### src/rtl/in_buf_wr_ctrl.sv
// in_buf_wr_ctrl
// Input-buffer write controller for the systolic array. Takes SYS_ROW-wide row
// beats over a valid/ready stream and turns each accepted beat into one
// registered per-lane SRAM write. Element chunks advance fastest, then rows,
// then tiles. The final partial chunk of a row is lane-masked.
//
// Optional feature macro: IN_BUF_PINGPONG_EN
//   defined   : two banks, bank bit is the MSB of in_wr_addr, bank toggles per tile
//   undefined : single bank 0; every tile after the first waits for bank_release[0]
//
// Ports
//   clk, rst              clock, asynchronous active-high reset
//   cfg_start             single-cycle job start (honoured in IDLE only)
//   cfg_num_common/rows/tiles  job geometry
//   in_valid/in_ready/in_data  beat stream
//   in_wr_en/addr/data    registered per-lane write port
//   bank_release          consumer frees bank b (bit b)
//   bank_full             bank holds an unconsumed tile
//   tile_done/tile_bank   pulse with the last write of a tile, and its bank
//   job_done              pulse with the last tile_done of the job
//   cfg_err               pulse on rejected configuration
//   busy                  controller not idle
//
// state     | meaning
// ----------+--------------------------------------------------
// IDLE      | waiting for cfg_start
// FILL      | accepting beats into the current bank
// WAIT_BANK | current bank still full, holding off the stream
module in_buf_wr_ctrl #(
  parameter int SYS_ROW    = 16,
  parameter int SYS_COL    = 16,
  parameter int DATA_WIDTH = 16,
  parameter int ADDR_WIDTH = 16,
  parameter int ACCUM_SIZE = 1024
) (
  input  logic                                clk,
  input  logic                                rst,
  input  logic                                cfg_start,
  input  logic [15:0]                         cfg_num_common,
  input  logic [15:0]                         cfg_num_rows,
  input  logic [15:0]                         cfg_num_tiles,
  input  logic                                in_valid,
  output logic                                in_ready,
  input  logic [SYS_ROW-1:0][DATA_WIDTH-1:0]  in_data,
  output logic [SYS_ROW-1:0]                  in_wr_en,
  output logic [SYS_ROW-1:0][ADDR_WIDTH-1:0]  in_wr_addr,
  output logic [SYS_ROW-1:0][DATA_WIDTH-1:0]  in_wr_data,
  input  logic [1:0]                          bank_release,
  output logic [1:0]                          bank_full,
  output logic                                tile_done,
  output logic                                tile_bank,
  output logic                                job_done,
  output logic                                cfg_err,
  output logic                                busy
);

  localparam int ACCUM_ROW = ACCUM_SIZE / SYS_COL;
`ifdef IN_BUF_PINGPONG_EN
  localparam int LOCAL_AW = ADDR_WIDTH - 1;
  localparam bit PINGPONG = 1'b1;
`else
  localparam int LOCAL_AW = ADDR_WIDTH;
  localparam bit PINGPONG = 1'b0;
`endif
  localparam int MAX_CHUNKS = (2**LOCAL_AW) / ACCUM_ROW;

  typedef enum logic [1:0] {IDLE, FILL, WAIT_BANK} state_t;

  state_t state_q, state_d;
  logic [15:0] num_common_q, num_common_d;
  logic [15:0] chunks_q, chunks_d;
  logic [15:0] num_rows_q, num_rows_d;
  logic [15:0] num_tiles_q, num_tiles_d;
  logic [15:0] chunk_q, chunk_d;
  logic [15:0] row_q, row_d;
  logic [15:0] tile_q, tile_d;
  logic        bank_q, bank_d;
  logic [1:0]  bank_full_q, bank_full_d;
  logic [SYS_ROW-1:0]                 wr_en_q, wr_en_d;
  logic [SYS_ROW-1:0][ADDR_WIDTH-1:0] wr_addr_q, wr_addr_d;
  logic [SYS_ROW-1:0][DATA_WIDTH-1:0] wr_data_q, wr_data_d;
  logic tile_done_q, tile_done_d;
  logic tile_bank_q, tile_bank_d;
  logic job_done_q, job_done_d;
  logic cfg_err_q, cfg_err_d;

  logic [31:0]           chunks_w;
  logic                  cfg_bad;
  logic [1:0]            rel;
  logic [SYS_ROW-1:0]    lane_en;
  logic [LOCAL_AW-1:0]   laddr;
  logic [ADDR_WIDTH-1:0] addr;
  logic                  nxt_bank;

  always_comb begin
    state_d      = state_q;
    num_common_d = num_common_q;
    chunks_d     = chunks_q;
    num_rows_d   = num_rows_q;
    num_tiles_d  = num_tiles_q;
    chunk_d      = chunk_q;
    row_d        = row_q;
    tile_d       = tile_q;
    bank_d       = bank_q;
    wr_en_d      = '0;
    wr_addr_d    = wr_addr_q;
    wr_data_d    = wr_data_q;
    tile_done_d  = 1'b0;
    tile_bank_d  = tile_bank_q;
    job_done_d   = 1'b0;
    cfg_err_d    = 1'b0;

    chunks_w = (32'(cfg_num_common) + 32'(SYS_ROW - 1)) / 32'(SYS_ROW);
    cfg_bad  = (cfg_num_common == 16'd0) || (cfg_num_rows == 16'd0) ||
               (32'(cfg_num_rows) > 32'(ACCUM_ROW)) ||
               (chunks_w > 32'(MAX_CHUNKS)) || (cfg_num_tiles == 16'd0);

    // Releases are applied first so that a tile-end set below overrides a
    // same-cycle release of that bank.
    rel         = bank_release & {PINGPONG, 1'b1};
    bank_full_d = bank_full_q & ~rel;

    for (int i = 0; i < SYS_ROW; i++) begin
      lane_en[i] = (32'(chunk_q) * 32'(SYS_ROW) + 32'(i)) < 32'(num_common_q);
    end
    laddr = LOCAL_AW'(32'(chunk_q) * 32'(ACCUM_ROW) + 32'(row_q));
`ifdef IN_BUF_PINGPONG_EN
    addr     = {bank_q, laddr};
    nxt_bank = ~bank_q;
`else
    addr     = laddr;
    nxt_bank = bank_q;
`endif

    unique case (state_q)
      IDLE: begin
        if (cfg_start) begin
          if (cfg_bad) begin
            cfg_err_d = 1'b1;
          end else begin
            num_common_d = cfg_num_common;
            chunks_d     = 16'(chunks_w);
            num_rows_d   = cfg_num_rows;
            num_tiles_d  = cfg_num_tiles;
            chunk_d      = '0;
            row_d        = '0;
            tile_d       = '0;
            state_d      = bank_full_d[bank_q] ? WAIT_BANK : FILL;
          end
        end
      end
      FILL: begin
        if (in_valid) begin
          wr_en_d = lane_en;
          for (int i = 0; i < SYS_ROW; i++) begin
            wr_addr_d[i] = addr;
            if (lane_en[i]) wr_data_d[i] = in_data[i];
          end
          if (chunk_q == chunks_q - 16'd1) begin
            chunk_d = '0;
            if (row_q == num_rows_q - 16'd1) begin
              row_d               = '0;
              tile_d              = tile_q + 16'd1;
              tile_done_d         = 1'b1;
              tile_bank_d         = bank_q;
              bank_full_d[bank_q] = 1'b1;
              bank_d              = nxt_bank;
              if (tile_q + 16'd1 == num_tiles_q) begin
                job_done_d = 1'b1;
                state_d    = IDLE;
              end else begin
                state_d = bank_full_d[nxt_bank] ? WAIT_BANK : FILL;
              end
            end else begin
              row_d = row_q + 16'd1;
            end
          end else begin
            chunk_d = chunk_q + 16'd1;
          end
        end
      end
      WAIT_BANK: begin
        if (!bank_full_d[bank_q]) state_d = FILL;
      end
      default: state_d = IDLE;
    endcase
  end

  always_ff @(posedge clk or posedge rst) begin
    if (rst) begin
      state_q      <= IDLE;
      num_common_q <= '0;
      chunks_q     <= '0;
      num_rows_q   <= '0;
      num_tiles_q  <= '0;
      chunk_q      <= '0;
      row_q        <= '0;
      tile_q       <= '0;
      bank_q       <= 1'b0;
      bank_full_q  <= '0;
      wr_en_q      <= '0;
      wr_addr_q    <= '0;
      wr_data_q    <= '0;
      tile_done_q  <= 1'b0;
      tile_bank_q  <= 1'b0;
      job_done_q   <= 1'b0;
      cfg_err_q    <= 1'b0;
    end else begin
      state_q      <= state_d;
      num_common_q <= num_common_d;
      chunks_q     <= chunks_d;
      num_rows_q   <= num_rows_d;
      num_tiles_q  <= num_tiles_d;
      chunk_q      <= chunk_d;
      row_q        <= row_d;
      tile_q       <= tile_d;
      bank_q       <= bank_d;
      bank_full_q  <= bank_full_d;
      wr_en_q      <= wr_en_d;
      wr_addr_q    <= wr_addr_d;
      wr_data_q    <= wr_data_d;
      tile_done_q  <= tile_done_d;
      tile_bank_q  <= tile_bank_d;
      job_done_q   <= job_done_d;
      cfg_err_q    <= cfg_err_d;
    end
  end

  assign in_ready   = (state_q == FILL);
  assign busy       = (state_q != IDLE);
  assign in_wr_en   = wr_en_q;
  assign in_wr_addr = wr_addr_q;
  assign in_wr_data = wr_data_q;
  assign bank_full  = bank_full_q;
  assign tile_done  = tile_done_q;
  assign tile_bank  = tile_bank_q;
  assign job_done   = job_done_q;
  assign cfg_err    = cfg_err_q;

endmodule
### config.mk
export PLATFORM = sky130hd
export DESIGN_NAME = in_buf_wr_ctrl
export DESIGN_NICKNAME = d
export VERILOG_FILES = /design/src/rtl/in_buf_wr_ctrl.sv
export SDC_FILE = /design/constraint.sdc
export NUM_CORES = 1
export LEC_CHECK = 0
export ABC_CLOCK_PERIOD_IN_PS = 16420
export BUFFER_PORTS_ARGS = -buffer_cell sky130_fd_sc_hd__buf_2
export CORE_AREA = 2 2 330 332
export CTS_CLUSTER_DIAMETER = 60
export DETAILED_ROUTE_END_ITERATION = 7
export DIE_AREA = 0 0 332 334
export GPL_TIMING_DRIVEN = 1
export PLACE_DENSITY = 0.46
export SKIP_LAST_GASP = 1
export SLEW_MARGIN = 5
export SYNTH_ARGS = -nofsm -noshare
export SYNTH_HDL_FRONTEND = slang
export SYNTH_SLANG_ARGS = --single-unit
### constraint.sdc
create_clock -name clk -period 16.42 [get_ports clk]
set_clock_uncertainty 0.15 [all_clocks]
set_input_delay 2.463 -clock clk [delete_from_list [all_inputs] [get_ports clk]]
set_output_delay 2.463 -clock clk [all_outputs]
set_load 0.005 [all_outputs]
Word-level counts from Yosys, hierarchy flattened. Index checks and enable logic that the tools add are counted.

Add/subtract/negate cells: 22. Magnitude comparators: 18. Equal/unequal tests: 11. Muxes and demuxes: 40. Bitwise gates (word level): 3. Reductions and logical operators: 32.

Operators by type and width (number): $lt 21x16->1 (15); $mux 16 (12); $add 20x4->21 const B (8); $pmux 16 s2 (3); $add 20x3->21 const B (4); $reduce_and 3->1 (17); $add 16x1->16 const B (3); $eq 16x16->1 (3); $logic_not 16->1 (3); $add 20x2->21 const B (2); $sub 16x1->16 const B (2); $add 20x1->21 const B (1); $lt 20x16->1 (1); $add 16x4->17 const B (1); $add 16x16->16 (1); $gt 16x7->1 const B (1); $mux 1 (16); $mux 2 (8); $gt 13x11->1 const B (1); $reduce_and 6->1 (2); $ne 2x2->1 const B (4); $pmux 2 s3 (1); $reduce_and 5->1 (1); $logic_or 1x1->1 (4); 10 further kinds (12).

Register bits: 407. Input bits: 310. Output and inout bits: 536. Word-level logic and storage cells: 156.

Logic depth before layout (Yosys ltp). Gate-level depths: netlist of the first run.

Depth after elaboration: 8. Mapped depth: 13. Gate-level depth less buffers: 11.

Least setup slack after synthesis of the first run. Ideal clock, no wire load.

Path kind: input port to flip-flop. From: input cfg_num_rows[7]. To: register chunk_q[3]. Library setup time: 0.083 ns. Arrival time: 4.391 ns. Required time: 16.187 ns. Setup slack: 11.797 ns. Cell stages on the path: 7. Path buffers: 0. Cell sequence: or4_1 nor4b_1 and3_1 a31oi_1 or3_1 or3_1 o21ai_0.

Cells in the longest elaborated chain, start to end: 7. Elaborated cells between the ends (all ways): 8. Classes of those cells: 1 x order compare; 1 x eq/ne; 6 x reduce/logical.

RTL lines: start, declared (RTL line 40) `input logic [15:0] cfg_num_rows,`; parallel branches: the longest is 2 deep, another holds $gt 16x7->1; $logic_or 1x1->1 * (RTL line 114) `cfg_bad = (cfg_num_common == 16'd0) || (cfg_num_rows == 16'd0) ||`; $logic_or 1x1->1 * (RTL line 115) `(32'(cfg_num_rows) > 32'(ACCUM_ROW)) ||`; $logic_or 1x1->1 * (RTL line 116) `(chunks_w > 32'(MAX_CHUNKS)) || (cfg_num_tiles == 16'd0);`; $ne 2x2->1 (no source line) *; $reduce_and 4->1 (no source line) *; end signal, assigned (RTL line 214) `chunk_q <= chunk_d;`; end, declared (RTL line 74) `logic [15:0] chunk_q, chunk_d;`.

Mark *: on every way between the ends. A chain may end at the register's enable or synchronous reset.

Worst setup path in the final report of the first run.
From: input cfg_num_common[0]. To: register row_q[13].

Cells in the longest elaborated chain, start to end: 7. Elaborated cells between the ends (all ways): 9. Classes of those cells: 1 x add/sub; 1 x order compare; 1 x eq/ne; 6 x reduce/logical.

RTL lines: start, declared (RTL line 39) `input logic [15:0] cfg_num_common,`; parallel branches: the longest is 3 deep, another holds $add 16x4->17; $logic_or 1x1->1 * (RTL line 115); $logic_or 1x1->1 * (RTL line 116); $ne 2x2->1 (no source line) *; $reduce_and 5->1 (no source line) *; end signal, assigned (RTL line 215) `row_q <= row_d;`; end, declared (RTL line 75) `logic [15:0] row_q, row_d;`.

Marks and branches as above.

==> qor.yml, run 1 <==
yosys:
  yosysWarnings: 0
  syn_area_mm2: 0.0203
  postSynthAreaPerCell_um2: 11.2
  synth_edf_count: 0
  synthFlopType: "dfrtp_1"
  yosys_register_bits: 403
  ys_seq_area_frac: 0.498
  syn-instance-count: 1807
  asyncSetResetFlopFracSynth: 1.00
  synth_commonest_cells: "403 x dfrtp_1, 242 x buf_4, 189 x nand2_1"
  yosysUniqueCellTypes: 75
  synth.area.top_cells: "dfrtp_1 50%, mux2_2 10%, buf_4 9.0%"
  synth_top_area_frac: 0.498
  yosys.area.top_type: "dfrtp_1"
  synth.most_common_cell: "dfrtp_1"
floorplan:
  design.die.area_mm2: 0.111
  die_y_um: 334
  start_util: 0.188
  ios: 846
  chipWidth_um: 332
  core-area_mm2: 0.108
  row_count: 121
critical_path:
  worst-r2r-cell-count: 9
  crit_chain: "buf_2 -> nor4_2 -> nand4_1 -> mux2i_1 -> nand4_1 -> buf_4 -> nand2_1 -> o21ai_2 -> or4_1 -> o21ai_0"
  r2r-end: "in_wr_data[160]"
  regToRegStartpoint: "chunk_q[2]"
  slowest_stage: "nand4_1"
  worstPathRequired_ps: 16830
  worst_path_largest_cell_delay_ps: 890
  criticalPathCategory: "input port to register"
  start_kind: "input port"
  path_max_fanout: 32
  r2r_slack_ps: 11930
  arrival_ps: 6550
  cpMostUsedCell: "nand4_1"
  crit_buf_inv: 2
  endpoint_kind: "register"
  crit_family: "simple AND/OR/NAND/NOR gates"
placed_design:
  placed_area_mm2: 0.0243
  dp_slack_ps: 9560
  routabilityCongestion: 0.802
  hpwl_um: 57200
  io_buffers: 842
power:
  swShare: 0.270
  switching_power_uw: 800
  p_comb_frac: 0.139
  p_leak_uw: 0.0128
  clkPwrFrac: 0.472
  power.density_mw_per_mm2: 112
  p_total_uw: 2960
  internal_power_uw: 2160
  vdd_drop_max_mv: 0.0736
  p_seq_frac: 0.389
detailed_routing:
  ant_nets: 0
  drt-vias-per-instance: 3.96
  vias: 15400
  drc: 0
  drt_iter0_drc: 680
  wirelength_um: 72700
  avgRoutedWirePerCell_um: 18.7
  dr.pass1.iters: 5
cts:
  clock_sinks: 403
  clk_latency_ps: 640
  cts_resized: 0
  cts_tree: "done"
  cts_made_buffers: 59
  root_buffer: "clkbuf_16"
  postCtsHoldBufs: 0
  post-cts-setup-buffers: 0
  clk_pin_slew_worst_paths_ps: 50
  htreeDepth: 2
  clk_path_buf_depth: 3
sta:
  tns_ps: 0
  setup_viol: 0
  period_share: 0.374
  fmax_mhz: 163
  maxSlewHeadroom: 0.163
  hold-worst-slack_ps: 335
  fin_crit_ps: 6140
  setup_ws_ps: 10280
  rsz0062_at_grt: "false"
  finalHoldViolCount: 0
  worst_slew_pin_slew_ps: 1250
  drv_slew: 0
min_path:
  hold_start: "num_tiles_q[10]"
  hold-path-cell-count: 2
  hp-class: "register to register"
  hold_end: "num_tiles_q[10]"
cells_and_area:
  drive_gt1_frac: 0.489
  nNetsFinal: 2769
  design_area_mm2: 0.0265
  area.growth.synth_to_final_pct: 30.9
global_routing:
  antenna_found_initial: 18
  overflow: 0
  grt_start_max_net_pins: 114
  grt_pass1_wl_um: 105000
  grt_pass1_vias: 15300
  grt_util_all_layers: 0.126
flow_run:
  maxCapViolations: 0
outcome:
  status: "complete, no violations"
cells in the final DEF, fill, tap and decap left out, types with 23 or more instances in the layout:
master     count
buf_2        842
dfrtp_1      403
nand2_1      189
mux2_2       187
o21ai_0       80
nor2_1        65
clkbuf_16     59
mux2_1        50
inv_1         43
xnor2_1       41
xor2_1        40
nor3_1        36
nand3_1       29
ha_1          27
a21oi_1       24
and2_1        23
buf_4         23
stage by stage:
stage	utilization	cells
5_1_grt	0.246	3895
3_5_place_dp	0.226	3784
6_report	0.246	3897
4_1_cts	0.246	3895
2_1_floorplan	-	1808
3_3_place_gp	0.226	3784
worst reg2reg max path, stage by stage, from the launching register on:
cell	delay, ps
dfrtp_1	530
ha_1	320
a21o_1	180
a21o_1	160
a21oi_1	150
o21ai_0	200
a21o_1	490
a211oi_4	1130
o21ai_2	580
mux2_1	490
layout make-up:
class,instances,area (µm²)
antenna,2,5.00
inverter,45,176
tap,1414,1770
clock buffer,79,1660
timing repair buffer,865,4390
fill,11600,81300
sequential,403,10100
multi-input combinational,1057,7920
clock inverter,32,527
flip-flops by register name, indices dropped and copies added (netlist names):
signal and cells:
in_wr_addr 16, chunk_q 16, chunks_q 13, in_wr_data 256
num_common_q 16, job_done 1, state_q 2, cfg_err 1
num_tiles_q 16, row_q 16, tile_q 16, tile_done 1
in_wr_en 16, bank_full 1, num_rows_q 16
how the worst max path moves through the flow:
stage                      start  cells after the start           end
2_1_floorplan                rst                      1  bank_full[0]
3_3_place_gp   cfg_num_common[0]                     10     row_q[12]
3_5_place_dp   cfg_num_common[0]                     10     row_q[13]
4_1_cts        cfg_num_common[0]                     10     row_q[13]
5_1_grt        cfg_num_common[0]                     10     row_q[12]
6_report       cfg_num_common[0]                     10     row_q[13]
routing by layer:
metal | vias to the layer above | wire [µm] | global-route usage | share of wire
met1 | 7516 | 31300 | 0.160 | 0.43
met4 | 12 | 1980 | 0.0397 | 0.027
met3 | 113 | 4770 | 0.0354 | 0.066
met5 | - | 88 | 0 | 0.0012
met2 | 495 | 34600 | 0.207 | 0.48
li1 | 7289 | - | - | -
power by group through the flow:
| stage | Sequential [µW] | Combinational, µW | Clock [µW] |
|---|---|---|---|
| 2_1_floorplan | 1160 | 280 | 0 |
| 3_3_place_gp | 1170 | 420 | 0 |
| 3_5_place_dp | 1170 | 421 | 0 |
| 4_1_cts | 1150 | 422 | 1440 |
| 5_1_grt | 1160 | 451 | 1480 |
| 6_report | 1150 | 413 | 1400 |
cells by family (layout without fill, tap and decap cells):
family / Yosys count / after routing / synth area share
simple gates: 481 / 481 / 0.120
flops: 403 / 403 / 0.498
buf+inv: 348 / 1021 / 0.113
mux: 260 / 260 / 0.148
compound gates: 205 / 205 / 0.0690
xor+xnor: 81 / 81 / 0.0350
fa+ha+maj: 28 / 28 / 0.0177
other cells: 1 / 4 / 0.000185
Power figures use the tool's default switching activity.
==> run 2, diff against run 1 <==
--- a/config.mk
+++ b/config.mk
@@ -5,14 +5,15 @@
 export SDC_FILE = /design/constraint.sdc
 export NUM_CORES = 1
 export LEC_CHECK = 0
-export ABC_CLOCK_PERIOD_IN_PS = 16420
+export ABC_AREA = 1
+export ABC_CLOCK_PERIOD_IN_PS = 6050
 export BUFFER_PORTS_ARGS = -buffer_cell sky130_fd_sc_hd__buf_2
-export CORE_AREA = 2 2 330 332
+export CORE_AREA = 2 2 327 329
 export CTS_CLUSTER_DIAMETER = 60
 export DETAILED_ROUTE_END_ITERATION = 7
-export DIE_AREA = 0 0 332 334
+export DIE_AREA = 0 0 329 331
 export GPL_TIMING_DRIVEN = 1
-export PLACE_DENSITY = 0.46
+export PLACE_DENSITY = 0.48
 export SKIP_LAST_GASP = 1
 export SLEW_MARGIN = 5
 export SYNTH_ARGS = -nofsm -noshare
==> constraint.sdc (replaced) <==
create_clock -name clk -period 6.05 [get_ports clk]
set_clock_uncertainty 0.15 [all_clocks]
set_input_delay 0.9075 -clock clk [delete_from_list [all_inputs] [get_ports clk]]
set_output_delay 0.9075 -clock clk [all_outputs]
set_load 0.005 [all_outputs]
==> run 2 against run 1 <==
Area after synthesis up 6.5%. First-iteration DRC count up 50%. Synthesized cell count up 52%. Via count up 23%. Critical endpoint is now in_wr_data[197]. Largest cell class unchanged.
==> qor.yml, run 2 <==
cells_and_area:
  nFillCells: 11600  # -0.27%
  layout_common_cells: "973 x nand2_1, 842 x buf_2, 403 x dfrtp_1"
  design_area_mm2: 0.0274  # +3.3%
  drive_gt1_frac: 0.301  # -0.188
  area.growth.synth_to_final_pct: 27.0
  fin_cells: 4779  # +23%
  layout_commonest_cell: "nand2_1"
  nNetsFinal: 3676  # +33%
  largest_register_ffs: 256  # unchanged
detailed_routing:
  drt-vias-per-instance: 3.97  # +0.19%
  vias: 19000  # +23%
  ant_nets: 0  # unchanged
  dr.pass1.iters: 5  # unchanged
  drt_iter0_drc: 1023  # +50%
  wirelength_um: 76200  # +4.7%
  avgRoutedWirePerCell_um: 15.9  # -15%
  drc: 0  # unchanged
cts:
  clk_latency_ps: 630  # about the same
  cts_tree: "done"
  clk_pin_slew_worst_paths_ps: 60  # about the same
  clk_path_buf_depth: 3  # unchanged
  clock_sinks: 403  # unchanged
  root_buffer: "clkbuf_16"
  cts_resized: 0  # unchanged
  htreeDepth: 2  # unchanged
  post-cts-setup-buffers: 0  # unchanged
  postCtsHoldBufs: 0  # unchanged
  cts_made_buffers: 56  # -5.1%
yosys:
  synth_commonest_cells: "973 x nand2_1, 403 x dfrtp_1, 282 x inv_1"
  synth_top_area_frac: 0.467  # -0.0304
  yosys_register_bits: 403  # unchanged
  synth_compound_area_frac: 0.0707  # +0.00176
  yosys.area.top_type: "dfrtp_1"
  ys_seq_area_frac: 0.467  # -0.0304
  synth_edf_count: 0  # unchanged
  yosysWarnings: 0  # unchanged
  synth.area.top_cells: "dfrtp_1 47%, nand2_1 17%, buf_4 8.7%"
  muxShareOfSynthArea: 0.00835  # -0.140
  synthFlopType: "dfrtp_1"
  asyncSetResetFlopFracSynth: 1.00  # unchanged
  yosys.area_share.adder: 0.0166  # -0.00108
  syn_area_mm2: 0.0216  # +6.5%
  synth_xor_area_frac: 0.0240  # -0.0110
  synth.most_common_cell: "nand2_1"
  yosysUniqueCellTypes: 57  # -24%
  syn-instance-count: 2740  # +52%
  postSynthAreaPerCell_um2: 7.88  # -30%
  synth_top_family_by_area: "simple AND/OR/NAND/NOR gates"
  yosys.area_share.simple: 0.259  # +0.140
placed_design:
  placed_area_mm2: 0.0255  # +4.7%
  routabilityCongestion: 0.828  # +3.2%
  io_buffers: 842  # unchanged
  hpwl_um: 58800  # +2.8%
  dp.cells: 4671  # +23%
  dp_slack_ps: 1940  # -7620 ps
floorplan:
  chipWidth_um: 329  # -0.90%
  core-area_mm2: 0.105  # -2.6%
  die_y_um: 331  # -0.90%
  ios: 846  # unchanged
  row_count: 119  # -1.7%
  start_util: 0.206  # +0.0176
  design.die.area_mm2: 0.109  # -1.8%
sta:
  drv_slew: 0  # unchanged
  rsz0062_at_grt: "false"
  setup_ws_ps: 2300  # -7980 ps
  finalHoldViolCount: 0  # unchanged
  maxSlewHeadroom: 0.190  # +0.0262
  fin_crit_ps: 3750
  worst_slew_pin_slew_ps: 1210  # -38.7 ps
  setup_viol: 0  # unchanged
  fmax_mhz: 267
  period_share: 0.619
critical_path:
  criticalPathCategory: "register to register"
  crit_chain: "ha_1 -> a21oi_1 -> o21ai_0 -> nand2_1 -> o211ai_1 -> nand2_1 -> nand2_1 -> a21oi_2 -> nand3_1 -> o21ai_0"
  endpoint_kind: "register"
  arrival_ps: 4100  # -2450 ps
  worst_path_largest_cell_delay_ps: 1020  # +130 ps
  crit_family: "compound AO/OA/AOI/OAI gates"
  start_kind: "register"
  cpMostUsedCell: "nand2_1"
  worstPathRequired_ps: 6410  # -10420 ps
  crit_buf_inv: 0  # -2
  path_max_fanout: 32  # unchanged
  slowest_stage: "nand3_1"
global_routing:
  grt_pass1_wl_um: 110000  # +5.1%
  grt_start_max_net_pins: 151  # +32%
  grt_pass1_vias: 17600  # +15%
  overflow: 0  # unchanged
  grt_util_all_layers: 0.131  # +0.00537
  antenna_found_initial: 15  # -3
flow_run:
  maxCapViolations: 0  # unchanged
min_path:
  hp-class: "input port to async pin"
outcome:
  status: "complete, no violations"
power:
  p_total_uw: 12400  # +320%
  vdd_drop_max_mv: 0.251  # +240%
  p_leak_uw: 0.0156  # +21%
  power.density_mw_per_mm2: 453  # +310%
## run 2: cell types whose count changed after synthesis, sizes merged, moves of 18 or more
cell,previous run,this run
and2,23,4
and3,19,1
inv,45,291
mux2,257,16
nand2,191,979
nand3,30,119
nor2,68,162
o21ai,93,194
xnor2,41,16
## run 2: path summary, 6_finish.rpt
kind / from / endpoint / slack, ps / depth (start not counted)
min in group clk: in_data[142] / in_wr_data[142] / 310 / 3
min: rst / in_wr_data[124] / 230 / 2
max in group asynchronous: rst / in_wr_data[144] / 4210 / 3
max: chunk_q[2] / in_wr_data[197] / 2300 / 10
max reg2reg: chunk_q[2] / in_wr_data[197] / 2300 / 10
min reg2reg: in_wr_data[218] / in_wr_data[218] / 320 / 2
## run 2: stage by stage
step	setup TNS, ps	util	hold WS [ps]
global route	0	0.261	238
detailed placement	0	0.243	308
global placement	0	0.243	301
finish	0	0.261	226
floorplan	-175400	-	286
CTS	0	0.261	221
## run 2: layer usage
layer,up-vias,track usage,share of wire
met5,-,0,0.0017
met2,519,0.213,0.48
met1,8791,0.175,0.44
met3,100,0.0336,0.062
met4,20,0.0307,0.018
li1,9522,-,-
## run 2: cell families after synthesis
| family | count (synthesis) |
|---|---|
| other cells | 1 |
| flops | 403 |
| fa+ha+maj | 28 |
| simple gates | 1361 |
| compound gates | 264 |
| xor+xnor | 56 |
| buf+inv | 611 |
| mux | 16 |
## run 2: worst register-to-register path, cell delays in order (launching register included)
cell,delay [ps]
dfrtp_1,560
ha_1,340
a21oi_1,150
o21ai_0,90
nand2_1,70
o211ai_1,110
nand2_1,80
nand2_1,50
a21oi_2,470
nand3_1,1020
o21ai_0,520
## run 2: cell type report
cell class	instances	area [µm²]	share of cell area
sequential	403	10100	0.368
multi-input combinational	1727	8200	0.299
timing repair buffer	857	4350	0.159
tap	1391	1740	0.0635
clock buffer	79	1620	0.0591
inverter	293	1110	0.0404
clock inverter	25	288	0.0105
antenna	4	10.0	0.000365
## run 2: power by group
group          total, µW  internal (µW)  switching [µW]
Sequential          4290           3650             637
Clock               3390           2050            1340
Combinational       4740           1820            2920
==> run 3, diff against run 2 <==
--- a/config.mk
+++ b/config.mk
@@ -5,15 +5,15 @@
 export SDC_FILE = /design/constraint.sdc
 export NUM_CORES = 1
 export LEC_CHECK = 0
-export ABC_AREA = 1
-export ABC_CLOCK_PERIOD_IN_PS = 6050
+export ABC_AREA = 0
+export ABC_CLOCK_PERIOD_IN_PS = 3900
 export BUFFER_PORTS_ARGS = -buffer_cell sky130_fd_sc_hd__buf_2
-export CORE_AREA = 2 2 327 329
+export CORE_AREA = 2 2 330 332
 export CTS_CLUSTER_DIAMETER = 60
 export DETAILED_ROUTE_END_ITERATION = 7
-export DIE_AREA = 0 0 329 331
+export DIE_AREA = 0 0 332 334
 export GPL_TIMING_DRIVEN = 1
-export PLACE_DENSITY = 0.48
+export PLACE_DENSITY = 0.46
 export SKIP_LAST_GASP = 1
 export SLEW_MARGIN = 5
 export SYNTH_ARGS = -nofsm -noshare
==> constraint.sdc (replaced) <==
create_clock -name clk -period 3.9 [get_ports clk]
set_clock_uncertainty 0.15 [all_clocks]
set_input_delay 0.585 -clock clk [delete_from_list [all_inputs] [get_ports clk]]
set_output_delay 0.585 -clock clk [all_outputs]
set_load 0.005 [all_outputs]
==> run 3 against run 2 <==
Final cell count fell by 12%. Critical path depth did not move. Cell area rose by 7.6%. Setup slack got worse by 1900 ps. Via count fell by 12%. Combinational power fell by 58%. Clock power rose by 71%. Clock-buffer cell count fell by 2. Critical path type unchanged. Largest cell class unchanged.
==> qor.yml, run 3 (same netlist as run 1, synthesis figures left out) <==
outcome:
  status: "complete, no violations"
critical_path:
  worst_path_largest_cell_delay_ps: 440  # -580 ps
  cp-startpoint: "chunks_q[0]"
  arrival_ps: 3850  # -250 ps
  criticalPathCategory: "register to register"
  slowest_stage: "dfrtp_1"
  regToRegStartpoint: "chunks_q[0]"
  worst-r2r-cell-count: 10  # unchanged
  endpoint_kind: "register"
  path_max_fanout: 8  # -75%
  r2r_slack_ps: 420  # -1880 ps
  worstPathRequired_ps: 4280  # -2130 ps
  cpMostUsedCell: "nand2_1"
  r2r-end: "row_q[4]"
  start_kind: "register"
  crit_chain: "inv_1 -> ha_1 -> nor2b_1 -> or3_1 -> a31o_2 -> nor4_1 -> nand2_1 -> o31ai_1 -> nand2_1 -> o41ai_1"
detailed_routing:
  wirelength_um: 74000  # -2.8%
  avgRoutedWirePerCell_um: 17.6  # +11%
  vias: 16600  # -12%
  ant_nets: 0  # unchanged
  drc: 0  # unchanged
  drt-vias-per-instance: 3.95  # -0.38%
  drt_iter0_drc: 620  # -39%
  dr.pass1.iters: 4  # -1
cells_and_area:
  area.growth.synth_to_final_pct: 45.5
  layout_common_cells: "842 x buf_2, 403 x dfrtp_1, 257 x dlygate4sd3_1"
  drive_gt1_frac: 0.452  # +0.151
  nNetsFinal: 3069  # -17%
  design_area_mm2: 0.0295  # +7.6%
  nFillCells: 11400  # -1.2%
  largest_register_ffs: 256  # unchanged
  layout_commonest_cell: "buf_2"
  final_util: 0.273  # +0.0124
global_routing:
  grt_pass1_vias: 16700  # -4.6%
  overflow: 0  # unchanged
  grt_util_all_layers: 0.128  # -0.00378
  grt_pass1_wl_um: 108000  # -2.5%
  antenna_found_initial: 18  # +3
  grt_start_max_net_pins: 64  # -58%
sta:
  fin_crit_ps: 3480  # -268 ps
  fmax_mhz: 288  # +7.7%
  setup_viol: 0  # unchanged
  maxSlewHeadroom: 0.231  # +0.0412
  rsz0062_at_grt: "false"
  period_share: 0.892  # +0.273
  worst_slew_pin_slew_ps: 1150  # -62.6 ps
  drv_slew: 0  # unchanged
  finalHoldViolCount: 0  # unchanged
  setup_ws_ps: 422  # -1880 ps
placed_design:
  hpwl_um: 57900  # -1.6%
  routabilityCongestion: 0.814  # -1.7%
  dp_slack_ps: 129  # -1810 ps
  io_buffers: 842  # unchanged
  placed_area_mm2: 0.0247  # -2.9%
cts:
  clock_sinks: 403  # unchanged
  cts_tree: "done"
  post-cts-setup-buffers: 0  # unchanged
  clk_path_buf_depth: 3  # unchanged
  cts_made_buffers: 60  # +7.1%
  root_buffer: "clkbuf_16"
  htreeDepth: 2  # unchanged
  clk_pin_slew_worst_paths_ps: 50  # about the same
  clk_latency_ps: 660  # +30 ps
power:
  p_leak_uw: 0.0141  # -9.3%
  vdd_drop_max_mv: 0.342  # +36%
  clkPwrFrac: 0.459  # +0.186
  p_comb_frac: 0.158  # -0.224
  switching_power_uw: 3420  # -30%
  power.density_mw_per_mm2: 429  # -5.4%
  internal_power_uw: 9230  # +23%
  p_seq_frac: 0.383  # +0.038
  swShare: 0.270  # -0.124
floorplan:
  start_util: 0.188  # -0.0176
  core-area_mm2: 0.108  # +2.7%
  chipWidth_um: 332  # +0.91%
  row_count: 121  # +1.7%
  ios: 846  # unchanged
  design.die.area_mm2: 0.111  # +1.8%
  die_y_um: 334  # +0.91%
flow_run:
  maxCapViolations: 0  # unchanged
min_path:
  hp-class: "input port to register"
  hold_start: "cfg_num_tiles[10]"
  hold_end: "num_tiles_q[10]"
  hold-path-cell-count: 3
[run 3: what timing repair did]
action / 4_1_cts / 5_1_grt
endpoints found under the hold margin: 274 / 0
hold buffers: 257 / 0
resized for setup: 0 / 1
setup endpoints to repair: 0 / 11
[run 3: power by group through the flow]
stage          clock network (µW)  registers (µW)  logic, µW
2_1_floorplan                   0            4870       1180
3_3_place_gp                    0            4900       1810
3_5_place_dp                    0            4910       1810
4_1_cts                      5980            4850       2030
5_1_grt                      6160            4890       2170
6_report                     5810            4840       2000
[run 3: final cells by class]
type                            count  area [µm²]  share of cell area
Antenna cell                        4        10.0            0.000340
Multi-Input combinational cell   1057        7920               0.269
Clock buffer                       77        1690              0.0572
Tap cell                         1414        1770              0.0600
Sequential cell                   403       10100               0.342
Inverter                           45         173             0.00586
Timing Repair Buffer             1164        7370               0.250
Clock inverter                     34         465              0.0158
[run 3: how the worst max path moves through the flow]
stage | cells after the start | endpoint
after global routing | 10 | tile_q[10]
after detailed placement | 10 | tile_q[10]
after global placement | 10 | tile_q[14]
after CTS | 10 | tile_q[10]
final | 10 | row_q[4]
after floorplan | 1 | bank_full[0]
[run 3: worst max-delay path, delay by kind of cell (launching register included)]
kind | cells | cell delay (ps)
flops | 1 | 440
buf+inv | 1 | 70
fa+ha+maj | 1 | 290
compound gates | 3 | 1010
simple gates | 5 | 1410
[run 3: routing by layer]
metal / part of all wire / global-route usage / up-vias
met3: 0.063 / 0.0353 / 119
met2: 0.48 / 0.212 / 491
met4: 0.025 / 0.0377 / 18
met1: 0.43 / 0.161 / 8076
met5: 0.0016 / 0 / -
li1: - / - / 7880
[run 3: metrics by stage]
| step | hold slack, ps | TNS (ps) | total power [µW] | std cells |
|---|---|---|---|---|
| after floorplan | 308 | -911880 | 6050 | 1808 |
| after global placement | 321 | 0 | 6710 | 3826 |
| after detailed placement | 327 | 0 | 6720 | 3826 |
| after CTS | 1.43 | 0 | 12900 | 4194 |
| after global routing | 15.8 | 0 | 13200 | 4196 |
| final | 37.9 | 0 | 12600 | 4198 |
